[src/rtl/MD_pkg.sv]
// Shared MD-engine constants and types used by the remote force receive path.
package MD_pkg;

  localparam int AXIS_TDATA_WIDTH      = 512;
  localparam int FLOAT_WIDTH           = 32;
  localparam int PARTICLE_ID_WIDTH     = 7;
  localparam int GLOBAL_CELL_ID_WIDTH  = 3;
  localparam int NUM_REMOTE_DEST_NODES = 7;

  // Bit 96 of a remote force packet marks an end-of-burst beat.
  localparam int REMOTE_FRC_PKT_LAST_BIT = 96;

  typedef struct packed {
    logic [PARTICLE_ID_WIDTH-1:0]      parid;
    logic [3*GLOBAL_CELL_ID_WIDTH-1:0] gcid;
    logic [3*FLOAT_WIDTH-1:0]          frc;
  } frc_rx_entry_t;

endpackage

[src/rtl/ring_frc_from_remote_receiver_fifo.sv]
// Synchronous FIFO with registered full/empty and a first-word-fall-through head register.
module frc_rx_fifo #(
  parameter int DEPTH  = 16,
  parameter int DATA_W = 112
) (
  input  logic              clk,
  input  logic              rst,
  input  logic              wr_en,
  input  logic [DATA_W-1:0] din,
  output logic              full,
  input  logic              rd_en,
  output logic [DATA_W-1:0] dout,
  output logic              empty,
  output logic              empty_next
);
  localparam int AW = $clog2(DEPTH);

  logic [DATA_W-1:0] mem [DEPTH];
  logic [AW-1:0]     wr_ptr, rd_ptr, rd_ptr_n;
  logic [AW:0]       cnt, cnt_n, cnt_kept;
  logic              push, pop;
  logic              full_q, empty_q;
  logic [DATA_W-1:0] head_q;

  always_comb begin
    push       = wr_en & ~full_q;
    pop        = rd_en & ~empty_q;
    rd_ptr_n   = rd_ptr + AW'(pop);
    cnt_kept   = cnt - (AW+1)'(pop);
    cnt_n      = cnt_kept + (AW+1)'(push);
    empty_next = (cnt_n == '0);
  end

  always_ff @(posedge clk) begin
    if (push) mem[wr_ptr] <= din;
  end

  always_ff @(posedge clk) begin
    if (rst) begin
      wr_ptr  <= '0;
      rd_ptr  <= '0;
      cnt     <= '0;
      full_q  <= 1'b0;
      empty_q <= 1'b1;
      head_q  <= '0;
    end else begin
      wr_ptr  <= wr_ptr + AW'(push);
      rd_ptr  <= rd_ptr_n;
      cnt     <= cnt_n;
      full_q  <= (cnt_n == (AW+1)'(DEPTH));
      empty_q <= (cnt_n == '0);
      // When the surviving queue is empty the incoming word becomes the head directly,
      // since the memory write has not landed yet.
      if (cnt_n != '0)
        head_q <= (push && cnt_kept == '0) ? din : mem[rd_ptr_n];
    end
  end

  assign full  = full_q;
  assign empty = empty_q;
  assign dout  = head_q;

endmodule

[src/rtl/ring_frc_from_remote_receiver.sv]
// Receives remote force packets, buffers data beats, counts end markers and flags step completion.
module ring_frc_from_remote_receiver
  import MD_pkg::*;
#(
  parameter int FIFO_DEPTH           = 16,
  parameter int NUM_SRC_NODES        = NUM_REMOTE_DEST_NODES,
  parameter int FLOAT_WIDTH          = MD_pkg::FLOAT_WIDTH,
  parameter int PARTICLE_ID_WIDTH    = MD_pkg::PARTICLE_ID_WIDTH,
  parameter int GLOBAL_CELL_ID_WIDTH = MD_pkg::GLOBAL_CELL_ID_WIDTH
) (
  input  logic                              clk,
  input  logic                              rst,
  input  logic                              i_step_start,
  input  logic                              i_tvalid,
  output logic                              o_tready,
  input  logic [AXIS_TDATA_WIDTH-1:0]       i_tdata,
  input  logic                              i_tlast,
  output logic [3*FLOAT_WIDTH-1:0]          o_frc,
  output logic [3*GLOBAL_CELL_ID_WIDTH-1:0] o_gcid,
  output logic [PARTICLE_ID_WIDTH-1:0]      o_parid,
  output logic                              o_frc_valid,
  input  logic                              i_frc_ready,
  output logic [2:0]                        o_marker_cnt,
  output logic                              o_all_remote_frc_rcvd,
  output logic                              o_overflow_err
);
  localparam int FRC_W     = 3*FLOAT_WIDTH;
  localparam int GCID_W    = 3*GLOBAL_CELL_ID_WIDTH;
  localparam int GCID_LSB  = REMOTE_FRC_PKT_LAST_BIT + 1;
  localparam int PARID_LSB = GCID_LSB + GCID_W;
  localparam int PKT_HI    = PARID_LSB + PARTICLE_ID_WIDTH - 1;
  localparam int ENTRY_W   = PARTICLE_ID_WIDTH + GCID_W + FRC_W;
  localparam logic [2:0] NUM_SRC = 3'(NUM_SRC_NODES);

  logic               full, empty, empty_next;
  logic               accept, is_marker, push;
  logic [ENTRY_W-1:0] entry_in, entry_out;
  logic [2:0]         cnt_q, cnt_base, cnt_n;
  logic               done_q, ovf_q, ovf_n;
  logic               unused_bits;

  assign unused_bits = ^{i_tlast, i_tdata[AXIS_TDATA_WIDTH-1:PKT_HI+1]};

  assign o_tready  = ~full;
  assign accept    = i_tvalid & o_tready;
  assign is_marker = i_tdata[REMOTE_FRC_PKT_LAST_BIT];
  assign push      = accept & ~is_marker;
  assign entry_in  = {i_tdata[PARID_LSB +: PARTICLE_ID_WIDTH],
                      i_tdata[GCID_LSB +: GCID_W],
                      i_tdata[FRC_W-1:0]};

  frc_rx_fifo #(.DEPTH(FIFO_DEPTH), .DATA_W(ENTRY_W)) u_fifo (
    .clk        (clk),
    .rst        (rst),
    .wr_en      (push),
    .din        (entry_in),
    .full       (full),
    .rd_en      (i_frc_ready),
    .dout       (entry_out),
    .empty      (empty),
    .empty_next (empty_next)
  );

  // A step start and a marker in the same cycle count the marker against the new step.
  always_comb begin
    cnt_base = i_step_start ? 3'd0 : cnt_q;
    cnt_n    = cnt_base;
    ovf_n    = ovf_q;
    if (accept && is_marker) begin
      if (cnt_base == NUM_SRC) ovf_n = 1'b1;
      else                     cnt_n = cnt_base + 3'd1;
    end
  end

  always_ff @(posedge clk) begin
    if (rst) begin
      cnt_q  <= 3'd0;
      done_q <= 1'b0;
      ovf_q  <= 1'b0;
    end else begin
      cnt_q  <= cnt_n;
      ovf_q  <= ovf_n;
      done_q <= i_step_start ? 1'b0 : (done_q | (cnt_n == NUM_SRC && empty_next));
    end
  end

  assign o_frc_valid           = ~empty;
  assign o_frc                 = entry_out[FRC_W-1:0];
  assign o_gcid                = entry_out[FRC_W +: GCID_W];
  assign o_parid               = entry_out[FRC_W+GCID_W +: PARTICLE_ID_WIDTH];
  assign o_marker_cnt          = cnt_q;
  assign o_all_remote_frc_rcvd = done_q;
  assign o_overflow_err        = ovf_q;

endmodule

[config.mk]
export PLATFORM = sky130hd
export DESIGN_NAME = ring_frc_from_remote_receiver
export DESIGN_NICKNAME = d
export VERILOG_FILES = /design/src/rtl/MD_pkg.sv /design/src/rtl/ring_frc_from_remote_receiver_fifo.sv /design/src/rtl/ring_frc_from_remote_receiver.sv
export SDC_FILE = /design/constraint.sdc
export NUM_CORES = 2
export LEC_CHECK = 0
export BUFFER_PORTS_ARGS = -buffer_cell sky130_fd_sc_hd__buf_4
export CAP_MARGIN = 20
export CORE_MARGIN = 2
export CORE_UTILIZATION = 39
export CTS_CLUSTER_DIAMETER = 200
export DETAILED_ROUTE_END_ITERATION = 16
export SETUP_SLACK_MARGIN = 0.2
export SLEW_MARGIN = 20
export SYNTH_ARGS = -nofsm -noshare
export SYNTH_HDL_FRONTEND = slang
export SYNTH_SLANG_ARGS = --single-unit
[constraint.sdc]
create_clock -name clk -period 10.3 [get_ports clk]
set_input_delay 1.545 -clock clk [delete_from_list [all_inputs] [get_ports clk]]
set_output_delay 1.545 -clock clk [all_outputs]
set_load 0.01 [all_outputs]
==> results.toml <==
[drt]
totalWireLength_mm = 182
highest_layer = "met5"
wl_per_cell_um = 28.2
wl_met2_mm = 89.6
vias_per_cell = 5.53
drc = 0
firstDrtPassIters = 7
wl_met1_mm = 77.9
met3_length_mm = 10.6
ant_nets = 0
initialDrtViolationCount = 3401
route.vias.total = 35700

[setup_path]
r2r-start = "u_fifo.full"
cpMostUsedCell = "buf_4"
worstSetupStartpoint = "i_tvalid"
reg2regPathDepth = 6
cp.arrival_ns = 5.22
crit_family = "simple AND/OR/NAND/NOR gates"
crit_path_start_kind = "input port"
end_kind = "register"
critPathBufInv = 3
critical_path_cell_count = 7
critPathKind = "in2reg"
max_stage_delay_ns = 0.79
crit_required_ns = 10.72
reg2reg_setup_slack_ns = 5.99
cp_max_fo = 40
path_cells = "buf_4, nor2b_1, nor2b_1, nand3b_1, nor3_4, buf_4, buf_4"
crit_slowest_cell = "buf_4"

[placement]
gp_congestion = 0.707
io_buffer_count = 236
place_inst = 6075
hpwlAfterDp_mm = 90.7

[global_routing]
grt_use_total = 0.189
grt_pass1_wl_mm = 262
antenna_found_initial = 16
grt_start_max_net_pins = 142
overflow = 0
grt_pass1_vias = 36700

[sta]
tns_ns = 0
maxSlewViolCount = 0
finalHoldViolCount = 0
finClkSkew_ns = 0.0291
worst_pin_slew_ns = 1.07
fmax_mhz = 209
fin_crit_sh = 0.465
period_needed_ns = 4.79
setup_viol_count_final = 0
grt_setup_unrepaired = "no"
slew_headroom = 0.287

[power]
power.share.switching = 0.260
internal-power_mw = 15.1
cellPowerDensity_nw_per_um2 = 241
p_switching_mw = 5.30
p_seq_frac = 0.440
comb_power_share = 0.211
p_leak_nw = 27.1
clockPowerShare = 0.349
peakVddDrop_mv = 0.236

[clocking]
cts.sinks = 1924
ctsResizeCount = 0
clockBufferDepth = 3
numCtsBuffers = 197
clkLatencyLatePin_ns = 0.82
clk_pin_slew_ns = 0.06
cts.hold.buffers_added = 0
tritoncts = "done"
cts_setup_buffers = 0
htree_levels = 4
clockRootBuffer = "clkbuf_16"

[floorplanning]
pin_count = 637
start_util = 0.393
die_h_um = 437
core_region_area_um2 = 186000
rows = 158
die-area_um2 = 191000
dieWidth_um = 437

[yosys]
synth_fp_nets = 4013
ys_warn_count = 0
yosysSeqAreaShare = 0.772
netlist_instances = 3486
synth_area_leaders = "edfxtp_1 74%, mux4_2 14%, dfxtp_1 3.6%"
syn_area_um2 = 73100
yosysMostFrequentCell = "edfxtp_1"
synth_top_cell_by_area = "edfxtp_1"
yosys-top-cells-count = "1792 x edfxtp_1, 448 x mux4_2, 232 x inv_1"
synth_edf_count = 1792
ys_ff_latch = 1924
synth_top_area_share = 0.736
async_reset_ff_frac = 0
synth_flop_cell = "edfxtp_1"
yosysUniqueCellTypes = 46
syn_avg_cell_area_um2 = 21.0

[finish]
syn2layout_area_growth_pct = 15.5
finalNetCount = 4321
fillCellCount = 15600
drive_gt1_frac = 0.297
final_cells = 6445
seq_area_um2 = 56500
multi_input_area_um2 = 15100

[run]
drv_cap = 0

[min_path]
whs_path_depth = 1
holdCritStartpoint = "u_fifo.dout[2]"
hold_path_class = "reg2reg"

[outcome]
status = "finished, final reports clean"
==> layer usage <==
metal,GRT usage,vias to the layer above
met3,0.0348,243
li1,-,15000
met1,0.259,19300
met2,0.311,1065
met4,0.0528,4
met5,0,-
==> worst paths after layout <==
kind / end
setup / recovery: u_fifo.mem[1][81]
hold / removal: u_fifo.dout[2]
setup reg to reg: u_fifo.mem[1][81]
hold reg to reg: u_fifo.dout[2]
==> cell type report <==
type / instances / share of cell area
antenna: 7 / 0.000207
inverter: 232 / 0.0103
timing repair buffer: 312 / 0.0294
clock buffer: 279 / 0.0659
sequential: 1924 / 0.669
clock inverter: 84 / 0.0106
tap: 2480 / 0.0367
multi-input combinational: 1127 / 0.178
==> power by group through the flow <==
stage	Clock, mW	Sequential (mW)	Combinational (mW)
finish	7.11	8.98	4.31
global route	7.55	9.00	4.71
CTS	7.25	8.98	4.41
detailed placement	0	9.15	4.40
global placement	0	9.14	4.38
floorplan	0	9.14	3.10
==> cells by family (layout without fill, tap and decap cells) <==
logic type	Yosys count	in the layout	share of synthesized area
flip-flops	1924	1924	0.772
AO/OA/AOI/OAI	348	348	0.0395
multiplexers	450	450	0.138
XOR/XNOR	9	9	0.00127
AND/OR/NAND/NOR	311	311	0.0223
buffers and inverters	435	907	0.0249
other	0	7	0
adder cells (fa/ha/maj)	9	9	0.00154
==> state kept, by name (all words and copies together) (netlist names) <==
name,cells
o_all_remote_frc_rcvd,1
u_fifo.mem,1792
o_overflow_err,1
u_fifo.dout,112
u_fifo.rd_ptr,4
u_fifo.cnt,5
u_fifo.full,1
o_marker_cnt,3
u_fifo.empty,1
u_fifo.wr_ptr,4
==> cell usage in the layout, fill, tap and decap left out, drive strengths merged, types with 25 or more instances in the layout <==
cell type  instances
clkinv            55
dfxtp            132
mux4             448
clkbuf           279
o22ai            113
inv              244
nand2            120
or2              113
nor2              25
a221oi           111
a32o             112
edfxtp          1792
buf              312
==> stage by stage <==
stage / area (um^2) / power, mW / utilization / setup WS, ns / hold WS, ns
after CTS: 84400 / 20.7 / 0.454 / 5.42 / 0.469
after global routing: 84400 / 21.3 / 0.454 / 5.34 / 0.476
after floorplan: 73100 / 12.2 / - / 2.44 / 0.502
after detailed placement: 78000 / 13.5 / 0.420 / 4.57 / 0.455
final: 84400 / 20.4 / 0.454 / 5.51 / 0.464
after global placement: 78000 / 13.5 / 0.420 / 4.56 / 0.449
(Power assumes the default switching activity.)
